==> src/rtl/pic_pkg.sv <==
// Shared types and encodings for the 8259A ICW/OCW command sequencer.
// Holds the sequencer state enum, ICW4 field positions and OCW2 command codes.
package pic_pkg;

  typedef enum logic [2:0] {
    UNINIT    = 3'd0,
    WAIT_ICW2 = 3'd1,
    WAIT_ICW3 = 3'd2,
    WAIT_ICW4 = 3'd3,
    READY     = 3'd4
  } seq_state_t;

  // Bit positions inside icw4_cfg = {SFNM,BUF,M/S,AEOI,uPM}
  localparam int ICW4_UPM  = 0;
  localparam int ICW4_AEOI = 1;
  localparam int ICW4_MS   = 2;
  localparam int ICW4_BUF  = 3;
  localparam int ICW4_SFNM = 4;

  // OCW2 {R,SL,EOI} command encodings
  localparam logic [2:0] OCW2_ROT_AEOI_CLR = 3'b000;
  localparam logic [2:0] OCW2_NS_EOI       = 3'b001;
  localparam logic [2:0] OCW2_NOP          = 3'b010;
  localparam logic [2:0] OCW2_SP_EOI       = 3'b011;
  localparam logic [2:0] OCW2_ROT_AEOI_SET = 3'b100;
  localparam logic [2:0] OCW2_ROT_NS_EOI   = 3'b101;
  localparam logic [2:0] OCW2_SET_PRI      = 3'b110;
  localparam logic [2:0] OCW2_ROT_SP_EOI   = 3'b111;

  localparam logic [7:0] CASCADE_RST = 8'h07;

  function automatic logic is_icw1(input logic a0, input logic [7:0] d);
    return !a0 && d[4];
  endfunction

endpackage

==> src/rtl/pic_write_capture.sv <==
// CPU write capture: latches A0/data while the strobe is low, commit strobe on the edge after it rises.
// No backpressure; a write held across reset release never commits.
module pic_write_capture (
  input  logic       clk,
  input  logic       reset_bar,
  input  logic       chip_select_bar,
  input  logic       write_bar,
  input  logic       A0,
  input  logic [7:0] data_in,
  output logic       commit,
  output logic       cap_a0,
  output logic [7:0] cap_data
);

  logic wr;
  logic wr_q;
  logic armed;

  assign wr     = ~write_bar & ~chip_select_bar;
  assign commit = wr_q & ~wr;

  // armed stays low until the bus has been seen idle after reset
  always_ff @(posedge clk or negedge reset_bar) begin
    if (!reset_bar) begin
      wr_q     <= 1'b0;
      armed    <= 1'b0;
      cap_a0   <= 1'b0;
      cap_data <= 8'h00;
    end else begin
      armed <= armed | ~wr;
      wr_q  <= wr & armed;
      if (wr) begin
        cap_a0   <= A0;
        cap_data <= data_in;
      end
    end
  end

endmodule

==> src/rtl/icw_ocw_sequencer.sv <==
// 8259A ICW1-4 init sequencer and OCW1-3 decoder; registers update on the commit edge, pulses follow it by one cycle.
// No backpressure. Optional sticky seq_error output when SEQ_ERR_EN is defined.
module icw_ocw_sequencer
  import pic_pkg::*;
#(
  parameter logic [7:0] IMR_INIT     = 8'h00,
  parameter logic [4:0] ICW4_DEFAULT = 5'h00
) (
  input  logic       clk,
  input  logic       reset_bar,
  input  logic       chip_select_bar,
  input  logic       write_bar,
  input  logic       A0,
  input  logic [7:0] data_in,
  output logic       init_done,
  output logic [4:0] vector_base,
  output logic       level_trig,
  output logic       single_mode,
  output logic [7:0] cascade_cfg,
  output logic [4:0] icw4_cfg,
  output logic [7:0] imr,
  output logic       ocw2_valid,
  output logic [2:0] ocw2_cmd,
  output logic [2:0] ocw2_level,
  output logic       read_isr_sel,
  output logic       special_mask,
  output logic       poll_req
`ifdef SEQ_ERR_EN
  ,
  output logic       seq_error
`endif
);

  logic       commit;
  logic       cap_a0;
  logic [7:0] cap_data;

  seq_state_t state_q, state_d;
  logic       ic4_q;
  logic       ld_icw1, ld_icw2, ld_icw3, ld_icw4, ld_def;
  logic       ld_ocw1, ld_ocw2, ld_ocw3;

  pic_write_capture u_cap (
    .clk             (clk),
    .reset_bar       (reset_bar),
    .chip_select_bar (chip_select_bar),
    .write_bar       (write_bar),
    .A0              (A0),
    .data_in         (data_in),
    .commit          (commit),
    .cap_a0          (cap_a0),
    .cap_data        (cap_data)
  );

  assign init_done = (state_q == READY);

  always_comb begin
    state_d = state_q;
    ld_icw1 = 1'b0;
    ld_icw2 = 1'b0;
    ld_icw3 = 1'b0;
    ld_icw4 = 1'b0;
    ld_def  = 1'b0;
    ld_ocw1 = 1'b0;
    ld_ocw2 = 1'b0;
    ld_ocw3 = 1'b0;
    if (commit) begin
      if (is_icw1(cap_a0, cap_data)) begin
        ld_icw1 = 1'b1;
        state_d = WAIT_ICW2;
      end else begin
        case (state_q)
          WAIT_ICW2: if (cap_a0) begin
            ld_icw2 = 1'b1;
            if (!single_mode)  state_d = WAIT_ICW3;
            else if (ic4_q)    state_d = WAIT_ICW4;
            else begin
              state_d = READY;
              ld_def  = 1'b1;
            end
          end
          WAIT_ICW3: if (cap_a0) begin
            ld_icw3 = 1'b1;
            state_d = ic4_q ? WAIT_ICW4 : READY;
            ld_def  = ~ic4_q;
          end
          WAIT_ICW4: if (cap_a0) begin
            ld_icw4 = 1'b1;
            state_d = READY;
          end
          READY: begin
            if (cap_a0)           ld_ocw1 = 1'b1;
            else if (!cap_data[3]) ld_ocw2 = 1'b1;
            else                  ld_ocw3 = 1'b1;
          end
          UNINIT:  state_d = UNINIT;
          default: state_d = UNINIT;
        endcase
      end
    end
  end

  always_ff @(posedge clk or negedge reset_bar) begin
    if (!reset_bar) begin
      state_q      <= UNINIT;
      ic4_q        <= 1'b0;
      vector_base  <= 5'h00;
      level_trig   <= 1'b0;
      single_mode  <= 1'b0;
      cascade_cfg  <= CASCADE_RST;
      icw4_cfg     <= 5'h00;
      imr          <= IMR_INIT;
      ocw2_valid   <= 1'b0;
      ocw2_cmd     <= 3'b000;
      ocw2_level   <= 3'b000;
      read_isr_sel <= 1'b0;
      special_mask <= 1'b0;
      poll_req     <= 1'b0;
    end else begin
      state_q    <= state_d;
      ocw2_valid <= ld_ocw2;
      poll_req   <= ld_ocw3 & cap_data[2];
      if (ld_icw1) begin
        level_trig   <= cap_data[3];
        single_mode  <= cap_data[1];
        ic4_q        <= cap_data[0];
        imr          <= IMR_INIT;
        read_isr_sel <= 1'b0;
        special_mask <= 1'b0;
        cascade_cfg  <= CASCADE_RST;
        icw4_cfg     <= 5'h00;
      end
      if (ld_icw2) vector_base <= cap_data[7:3];
      if (ld_icw3) cascade_cfg <= cap_data;
      if (ld_icw4) icw4_cfg    <= cap_data[4:0];
      if (ld_def)  icw4_cfg    <= ICW4_DEFAULT;
      if (ld_ocw1) imr         <= cap_data;
      if (ld_ocw2) begin
        ocw2_cmd   <= cap_data[7:5];
        ocw2_level <= cap_data[2:0];
      end
      // OCW3 fields only change when their enable bit is set
      if (ld_ocw3) begin
        if (cap_data[1]) read_isr_sel <= cap_data[0];
        if (cap_data[6]) special_mask <= cap_data[5];
      end
    end
  end

`ifdef SEQ_ERR_EN
  logic err_set;

  // An ICW1 is never an error; what remains with A0=0 has D4=0
  assign err_set = commit & ~is_icw1(cap_a0, cap_data) &
                   (((state_q == UNINIT) & cap_a0) |
                    (((state_q == WAIT_ICW2) | (state_q == WAIT_ICW3) |
                      (state_q == WAIT_ICW4)) & ~cap_a0));

  always_ff @(posedge clk or negedge reset_bar) begin
    if (!reset_bar)   seq_error <= 1'b0;
    else if (ld_icw1) seq_error <= 1'b0;
    else if (err_set) seq_error <= 1'b1;
  end
`endif

endmodule

==> config.mk <==
export PLATFORM = sky130hd
export DESIGN_NAME = icw_ocw_sequencer
export DESIGN_NICKNAME = d
export VERILOG_FILES = /design/src/rtl/pic_pkg.sv /design/src/rtl/pic_write_capture.sv /design/src/rtl/icw_ocw_sequencer.sv
export SDC_FILE = /design/constraint.sdc
export NUM_CORES = 1
export LEC_CHECK = 0
export CORE_ASPECT_RATIO = 2
export CORE_UTILIZATION = 40
export DETAILED_ROUTE_END_ITERATION = 7
export GPL_TIMING_DRIVEN = 0
export PLACE_DENSITY = 0.66
export SLEW_MARGIN = 20
export SYNTH_ARGS = -nofsm -noshare
export SYNTH_HDL_FRONTEND = slang
export SYNTH_HIERARCHICAL = 1
export SYNTH_SLANG_ARGS = --single-unit
==> constraint.sdc <==
create_clock -name clk -period 3.8 [get_ports clk]
set_clock_uncertainty 0.15 [all_clocks]
set_input_delay 0.76 -clock clk [delete_from_list [all_inputs] [get_ports clk]]
set_output_delay 0.76 -clock clk [all_outputs]
set_load 0.005 [all_outputs]
==> results.py, run 1 <==
metrics = {
    "run_status": {
        "status": "finished clean",
    },
    "final_layout": {
        "area_delta_synth_final_pct": 29.6,
        "drive_gt1_share_pct": 15.4,
        "diodes": 0,
        "seq_area_um2": 1330,
        "multi_input_area_um2": 877,
        "fin_cells": 327,
        "fillers": 494,
        "layout_common_cells": "dfrtp_1, clkdlybuf4s50_1, nand2_1",
        "nets": 279,
    },
    "clock_network": {
        "clockBufferDepth": 2,
        "cts_buffers": 5,
        "cts_tree": "built",
        "clock_sinks": 53,
        "cts_setup_buffers": 0,
        "cts_hold_buf": 0,
        "post_cts_resized": 0,
        "clkTransAtPathRegs_ns": 0.09,
        "cts_root_buffer": "clkbuf_8",
        "cts.htree.levels": 2,
        "insertion_delay_ns": 0.31,
    },
    "placement": {
        "io_buffers": 51,
        "gp_routability_congestion": 0.832,
        "dp_hpwl_um": 3660,
        "dp_cells": 319,
    },
    "die": {
        "die_h_um": 109,
        "die_w_um": 55.6,
        "initial_core_util_pct": 42.0,
        "num_rows": 38,
        "core_um2": 5470,
        "dieArea_um2": 6070,
        "ios": 52,
    },
    "sta": {
        "timing.final.crit_share_pct": 74.2,
        "hold_viol": 0,
        "worst_slew_pin_slew_ns": 0.652,
        "slew_headroom_pct": 56.5,
        "fin_setup_tns_ns": 0,
        "period_minus_slack_ns": 2.82,
        "slew_violations": 0,
        "rsz0062_at_grt": "no",
        "fmaxAchievable_mhz": 355,
        "setup_violations": 0,
    },
    "detailed_routing": {
        "wl_met3_um": 149,
        "drtAntennaViolNets": 0,
        "route.top_layer_used": "met4",
        "met1_length_um": 2060,
        "viasPerCell": 5.16,
        "drc": 0,
        "drtPass1Iterations": 4,
        "wl_met2_um": 2720,
        "wire_per_inst_um": 15.4,
        "drt-initial-drc-count": 30,
        "drt_wl_total_um": 5040,
        "vias": 1687,
    },
    "synth": {
        "netlist_area_um2": 2300,
        "synth-edff-count": 0,
        "async_reset_ff_share_pct": 100,
        "syn_area_per_cell_um2": 11.0,
        "synthesis.nets": 221,
        "syn_inst": 208,
        "synth.yosys.warnings": 6,
        "ys_seq_elements": 53,
        "synth-seq-area-share_pct": 57.9,
        "synth_flop_cell": "dfrtp_1",
        "synth_cell_types": 35,
    },
    "power": {
        "pwr-share-comb_pct": 33.0,
        "switching_share_pct": 30.0,
        "cellInternalPower_mw": 1.25,
        "p_per_area_nw_per_um2": 600,
        "peakVddDrop_mv": 0.343,
        "power_frac_clock_pct": 19.1,
        "p_leak_nw": 1.34,
        "seq_power_share_pct": 48.0,
        "p_sw_uw": 536,
    },
    "setup_path": {
        "worstSetupEndpointType": "register",
        "cp_max_fo": 10,
        "crit_type": "in2reg",
        "worst_ep_arrival_time_ns": 2.87,
        "reg2regPathDepth": 7,
        "required_ns": 3.85,
        "cp-start-kind": "primary input",
    },
    "global_routing": {
        "grt-ovfl-total": 0,
        "grt_pass1_vias": 1696,
        "grt_first_pass_wirelength_um": 8540,
        "grt_start_max_net_pins": 54,
        "track_usage_pct": 18.3,
        "antenna_found_initial": 0,
    },
    "min_path": {
        "hp-class": "in2async",
    },
    "job": {
        "cap_violations": 0,
    },
}
==> stage by stage <==
stage	total power [mW]	hold slack (ns)	util, %	instance area [um^2]	setup slack [ns]
after global placement	1.45	0.295	52.7	2880	0.242
after floorplan	1.10	0.280	-	2300	1.36
after CTS	1.80	0.323	54.4	2980	0.977
after detailed placement	1.46	0.296	52.7	2880	0.645
final	1.78	0.317	54.4	2980	0.979
after global routing	1.89	0.361	54.4	2980	0.868
==> layer usage <==
metal  track usage (%)  vias up
met2              33.3       39
met1              21.6      816
met3              2.14       10
met5                 0        -
li1                  -      822
met4              7.86        0
==> power groups by stage <==
stage / clock network, mW / logic, mW / registers (mW)
after global placement: 0 / 0.583 / 0.866
after detailed placement: 0 / 0.593 / 0.871
after floorplan: 0 / 0.248 / 0.849
after global routing: 0.365 / 0.647 / 0.880
final: 0.340 / 0.589 / 0.856
after CTS: 0.341 / 0.595 / 0.859
==> final timing paths <==
path | startpoint | endpoint | slack (ns)
setup / recovery | chip_select_bar | vector_base[4] | 0.98
hold / removal | reset_bar | u_cap/armed | 0.32
setup reg to reg | state_q[0] | ocw2_cmd[1] | 1.83
hold reg to reg | u_cap/armed | u_cap/armed | 0.32
max in group asynchronous | reset_bar | ic4_q | 2.74
min in group clk | u_cap/armed | u_cap/armed | 0.32
==> kinds of logic (layout without fill, tap and decap cells) <==
family	after synthesis	after routing	synth area share, %
AOI/OAI and AO/OA	38	38	9.53
xor gates and xnor gates	1	1	0.381
buffers and inverters	17	76	3.92
DFF	53	53	57.9
muxes	20	20	12.1
and+or+nand+nor	79	79	16.2
==> synth_stat cells (2+ instances only) <==
master | number | area (um^2)
o21ai_0 | 17 | 85.1
a31oi_1 | 3 | 18.8
buf_6 | 2 | 22.5
a21oi_1 | 2 | 10.0
nand2_1 | 49 | 184
and3_1 | 6 | 37.5
nand2b_1 | 2 | 12.5
nand3_1 | 4 | 20.0
mux2_1 | 5 | 56.3
clkbuf_1 | 3 | 11.3
dfrtp_1 | 50 | 1250
a41o_1 | 3 | 30.0
dfstp_2 | 3 | 78.8
mux2_4 | 14 | 210
buf_2 | 6 | 30.0
inv_1 | 5 | 18.8
nor2_1 | 7 | 26.3
o21ai_1 | 10 | 50.1
==> area by class of cell <==
type	count	share of cell area, %
Multi-Input combinational cell	138	29.5
Clock buffer	6	2.77
Clock inverter	2	0.462
Inverter	5	0.631
Buffer	12	2.40
Timing Repair Buffer	51	17.1
Tap cell	60	2.52
Sequential cell	53	44.7
==> state kept, by name, indices dropped and copies added, names as in the netlist, 3 cells and up <==
name            flops
ocw2_cmd            3
cascade_cfg         8
ocw2_level          3
vector_base         5
state_q             3
u_cap/cap_data      8
imr                 8
icw4_cfg            5
==> critical path: stages <==
cell,delay [ns]
clkdlybuf4s50_1,0.48
nor2_2,0.06
buf_6,0.15
and2b_2,0.30
and3b_1,0.27
and3_1,0.18
clkbuf_1,0.30
mux2_1,0.36
(Power assumes the default switching activity.)
==> inputs of run 2 (changes only) <==
Settings changed: PLACE_DENSITY 0.66 to 0.68.
Clock period 3.8 ns to 2.3 ns, I/O delays scaled along.
==> results.py, run 2 (synthesis gave the netlist of run 1 again) <==
metrics = {
    "global_routing": {
        "grt_first_pass_wirelength_um": 8700,
        "grt_pass1_vias": 1728,
        "antenna_found_initial": 0,
        "grt-ovfl-total": 0,
        "track_usage_pct": 19.1,
        "grt_start_max_net_pins": 54,
    },
    "power": {
        "p_per_area_nw_per_um2": 976,
        "p_total_mw": 2.94,
        "p_leak_nw": 1.38,
        "peakVddDrop_mv": 0.596,
    },
    "detailed_routing": {
        "drt-initial-drc-count": 41,
        "drc": 0,
        "drtPass1Iterations": 4,
        "drtAntennaViolNets": 0,
        "drt_wl_total_um": 5240,
        "vias": 1739,
        "viasPerCell": 5.29,
        "wire_per_inst_um": 15.9,
    },
    "placement": {
        "gp_routability_congestion": 0.835,
        "dp_hpwl_um": 3760,
        "io_buffers": 51,
    },
    "sta": {
        "fin_setup_tns_ns": 0,
        "setup_violations": 0,
        "slew_violations": 0,
        "timing.final.crit_share_pct": 96.6,
        "period_minus_slack_ns": 2.22,
        "hold_viol": 0,
        "rsz0062_at_grt": "no",
        "slew_headroom_pct": 54.9,
        "worst_slew_pin_slew_ns": 0.676,
        "fmaxAchievable_mhz": 450,
        "hold_ws_ns": 0.0169,
    },
    "clock_network": {
        "cts_tree": "built",
        "cts.htree.levels": 2,
        "clkTransAtPathRegs_ns": 0.10,
        "clock_sinks": 53,
        "cts_hold_buf": 0,
        "cts_root_buffer": "clkbuf_8",
        "clockBufferDepth": 2,
        "cts_buffers": 5,
        "insertion_delay_ns": 0.31,
    },
    "setup_path": {
        "crit_slowest_cell": "clkdlybuf4s50_1",
        "cp-start-kind": "primary input",
        "crit_path_cell_trace": "clkdlybuf4s50_1, nor2_2, buf_6, and2b_2, and3_4, buf_4, and2b_1, buf_6, mux2_4",
        "required_ns": 2.35,
        "r2r_setup_slack_ns": 0.21,
        "worstSetupEndpointType": "register",
        "cp_max_fo": 7,
        "cp_common_cell": "buf_6",
        "crit_type": "in2reg",
        "worst_ep_arrival_time_ns": 2.28,
        "max_stage_delay_ns": 0.43,
        "reg2regPathDepth": 8,
    },
    "min_path": {
        "hp-class": "in2async",
    },
    "die": {
        "die_h_um": 109,
        "num_rows": 38,
        "core_um2": 5470,
        "dieArea_um2": 6070,
        "ios": 52,
        "initial_core_util_pct": 42.0,
        "die_w_um": 55.6,
    },
    "final_layout": {
        "nets": 281,
        "drive_gt1_share_pct": 17.8,
        "diodes": 0,
        "layout_common_cells": "dfrtp_1, nand2_1, clkdlybuf4s50_1",
        "area_delta_synth_final_pct": 31.0,
        "layout_commonest_cell": "dfrtp_1",
        "largestRegisters": "cascade_cfg (8), imr (8), u_cap/cap_data (8)",
    },
    "run_status": {
        "status": "finished clean",
    },
    "job": {
        "cap_violations": 0,
    },
}
-- run 2: cell count changes in the layout (fill, tap and decap cells not counted), sizes merged --
| cell | delta |
|---|---|
| buf | +3 |
| clkbuf | -1 |
| clkdlybuf4s50 | -2 |
| clkinv | -1 |
| dlymetal6s2s | +2 |
| inv | +1 |
-- run 2: final timing paths --
path,startpoint,to
max,chip_select_bar,ocw2_cmd[1]
min,reset_bar,vector_base[1]
max reg2reg,state_q[1],ocw2_cmd[1]
min reg2reg,u_cap/armed,u_cap/armed
max in group asynchronous,reset_bar,state_q[0]
min in group clk,write_bar,u_cap/armed
-- run 2: layout make-up --
class / instances / area (um^2)
inverters: 5 / 18.8
multi-input cells: 138 / 886
repair buffers: 55 / 543
clock inverters: 2 / 13.8
clock buffers: 6 / 72.6
fillers: 504 / 2460
well taps: 60 / 75.1
flip-flops and latches: 53 / 1330
plain buffers: 10 / 70.1
-- run 2: timing repair --
action | CTS | global route
setup endpoints to repair | 29 | 24
gates resized for setup | 2 | 8
buffers inserted | 1 | 3
pin swaps | 0 | 2
-- run 2: per-layer routing --
layer / share of wire, % / up-vias / GRT usage (%)
met5: 0 / - / 0
met2: 53 / 59 / 33.0
met3: 3.9 / 11 / 4.03
met4: 3.5 / 0 / 10.7
met1: 39 / 843 / 21.7
li1: - / 826 / -
-- run 2: power breakdown --
| group | internal, mW | switching [mW] |
|---|---|---|
| Clock | 0.218 | 0.314 |
| Sequential | 1.21 | 0.200 |
| Combinational | 0.613 | 0.378 |
| Total | 2.04 | 0.892 |
-- run 2: critical path, delay by kind of cell --
family	cells	cell delay, ns
AND/OR/NAND/NOR	4	0.71
buffers and inverters	4	0.82
multiplexers	1	0.29
-- run 2: through the flow --
stage,utilization (%),std cells,area (um^2),worst slack (ns)
after global routing,55.0,329,3010,0.00638
after detailed placement,52.7,319,2880,-0.548
final,55.0,329,3010,0.0785
after global placement,52.7,319,2880,-0.918
after floorplan,-,208,2300,0.159
after CTS,54.4,327,2970,0.00714
==> inputs of run 3 (changes only) <==
Settings changed: PLACE_DENSITY 0.68 to 0.66.
Clock period 2.3 ns to 2.12 ns, I/O delays scaled along.
==> results.py, run 3 (synthesis gave the netlist of run 1 again) <==
metrics = {
    "final_layout": {
        "multi_input_area_um2": 888,
        "fillers": 488,
        "seq_area_um2": 1330,
        "diodes": 0,
        "nets": 287,
        "layout_common_cells": "dfrtp_1, nand2_1, clkdlybuf4s50_1",
        "fin_util_pct": 55.9,
        "fin_area_um2": 3060,
        "area_delta_synth_final_pct": 33.0,
        "largestRegisters": "cascade_cfg (8), imr (8), u_cap/cap_data (8)",
        "layout_commonest_cell": "dfrtp_1",
        "drive_gt1_share_pct": 19.6,
    },
    "placement": {
        "place_ws_ns": -0.699,
        "dp_hpwl_um": 3660,
        "dpl_cell_area_um2": 2880,
        "io_buffers": 51,
        "gp_routability_congestion": 0.832,
    },
    "detailed_routing": {
        "drt-initial-drc-count": 43,
        "vias": 1694,
        "wire_per_inst_um": 15.4,
        "drt_wl_total_um": 5160,
        "drtAntennaViolNets": 0,
        "viasPerCell": 5.06,
        "drtPass1Iterations": 4,
        "drc": 0,
    },
    "sta": {
        "hold_viol": 39,
        "setup_violations": 0,
        "slew_headroom_pct": 56.9,
        "timing.final.crit_share_pct": 96.9,
        "worst_slew_pin_slew_ns": 0.646,
        "timing.final.ws_setup_ns": 0.0657,
        "hold_ws_ns": -0.0243,
        "fmaxAchievable_mhz": 487,
        "period_minus_slack_ns": 2.05,
        "slew_violations": 0,
        "rsz0062_at_grt": "no",
        "fin_setup_tns_ns": 0,
    },
    "clock_network": {
        "insertion_delay_ns": 0.31,
        "cts_buffers": 5,
        "clockBufferDepth": 2,
        "cts_root_buffer": "clkbuf_8",
        "clock_sinks": 53,
        "cts_tree": "built",
        "cts_hold_buf": 0,
        "cts.htree.levels": 2,
        "clkTransAtPathRegs_ns": 0.10,
    },
    "global_routing": {
        "antenna_found_initial": 0,
        "grt_start_max_net_pins": 54,
        "track_usage_pct": 18.7,
        "grt_pass1_vias": 1731,
        "grt_first_pass_wirelength_um": 8700,
        "grt-ovfl-total": 0,
    },
    "setup_path": {
        "required_ns": 2.18,
        "worst_ep_arrival_time_ns": 2.11,
        "worstSetupEndpointType": "register",
        "cp_common_cell": "buf_4",
        "max_stage_delay_ns": 0.36,
        "cp_max_fo": 10,
        "crit_type": "reg2reg",
        "cp-start-kind": "register",
        "rr_startpoint": "state_q[1]",
        "crit_slowest_cell": "dfrtp_1",
        "startpoint": "state_q[1]",
        "crit_path_cell_trace": "buf_2, nor3b_4, buf_4, and3_4, buf_4, and2b_1, buf_6, mux2_4",
    },
    "die": {
        "die_w_um": 55.6,
        "dieArea_um2": 6070,
        "ios": 52,
        "core_um2": 5470,
        "die_h_um": 109,
        "num_rows": 38,
        "initial_core_util_pct": 42.0,
    },
    "job": {
        "cap_violations": 0,
    },
    "run_status": {
        "violations": "hold timing",
        "status": "complete, but fails checks",
    },
    "power": {
        "seq_power_share_pct": 47.6,
        "p_leak_nw": 1.40,
        "peakVddDrop_mv": 0.622,
        "cellInternalPower_mw": 2.25,
        "power_frac_clock_pct": 19.0,
        "p_per_area_nw_per_um2": 1050,
        "switching_share_pct": 30.1,
        "p_sw_uw": 970,
        "pwr-share-comb_pct": 33.4,
    },
    "min_path": {
        "hp-class": "in2async",
    },
}
[run 3: changes by cell type in the layout (fill, tap and decap cells not counted), sizes merged]
cell	previous run	this run
inv	6	5
buf	13	19
clkdlybuf4s50	48	47
dlymetal6s2s	2	0
dlygate4sd2	0	3
clkinv	1	2
[run 3: metrics by stage]
stage	total power [mW]	std cells
2_1_floorplan	1.97	208
3_3_place_gp	2.60	319
3_5_place_dp	2.62	319
4_1_cts	3.24	335
5_1_grt	3.41	335
6_report	3.22	335
[run 3: cell type report]
type | instances | share of cell area [%]
clock buffers | 6 | 2.70
flip-flops and latches | 53 | 43.5
inverters | 5 | 0.614
repair buffers | 60 | 18.7
plain buffers | 11 | 2.46
clock inverters | 2 | 0.450
multi-input cells | 138 | 29.1
well taps | 60 | 2.46
[run 3: worst paths after layout]
path / endpoint / slack [ns] / depth (start not counted)
setup / recovery: ocw2_level[0] / 0.07 / 8
hold / removal: u_cap/armed / -0.02 / 1
setup reg to reg: ocw2_level[0] / 0.07 / 8
hold reg to reg: u_cap/armed / 0.32 / 1
max in group asynchronous: ic4_q / 1.41 / 1
min in group clk: u_cap/armed / 0.32 / 1
[run 3: per-layer routing]
| metal | track usage (%) | share of wire (%) |
|---|---|---|
| met1 | 21.9 | 41 |
| met2 | 34.3 | 54 |
| met3 | 2.14 | 2.2 |
| met4 | 7.86 | 2.2 |
| met5 | 0 | 0 |
[run 3: critical path, delay by kind of cell (launching register included)]
kind                   cells  cell delay (ns)
buffers and inverters      4             0.60
flip-flops                 1             0.36
multiplexers               1             0.30
AND/OR/NAND/NOR            3             0.54
[run 3: power by group through the flow]
stage	Clock, mW	Sequential, mW	Combinational, mW
final	0.611	1.53	1.08
after global routing	0.654	1.58	1.18
after detailed placement	0	1.56	1.06
after CTS	0.612	1.54	1.08
after global placement	0	1.55	1.05
after floorplan	0	1.52	0.445
[run 3: what timing repair did]
action,CTS,global route
resized for setup,10,0
setup endpoints to repair,35,0
buffers inserted,9,0
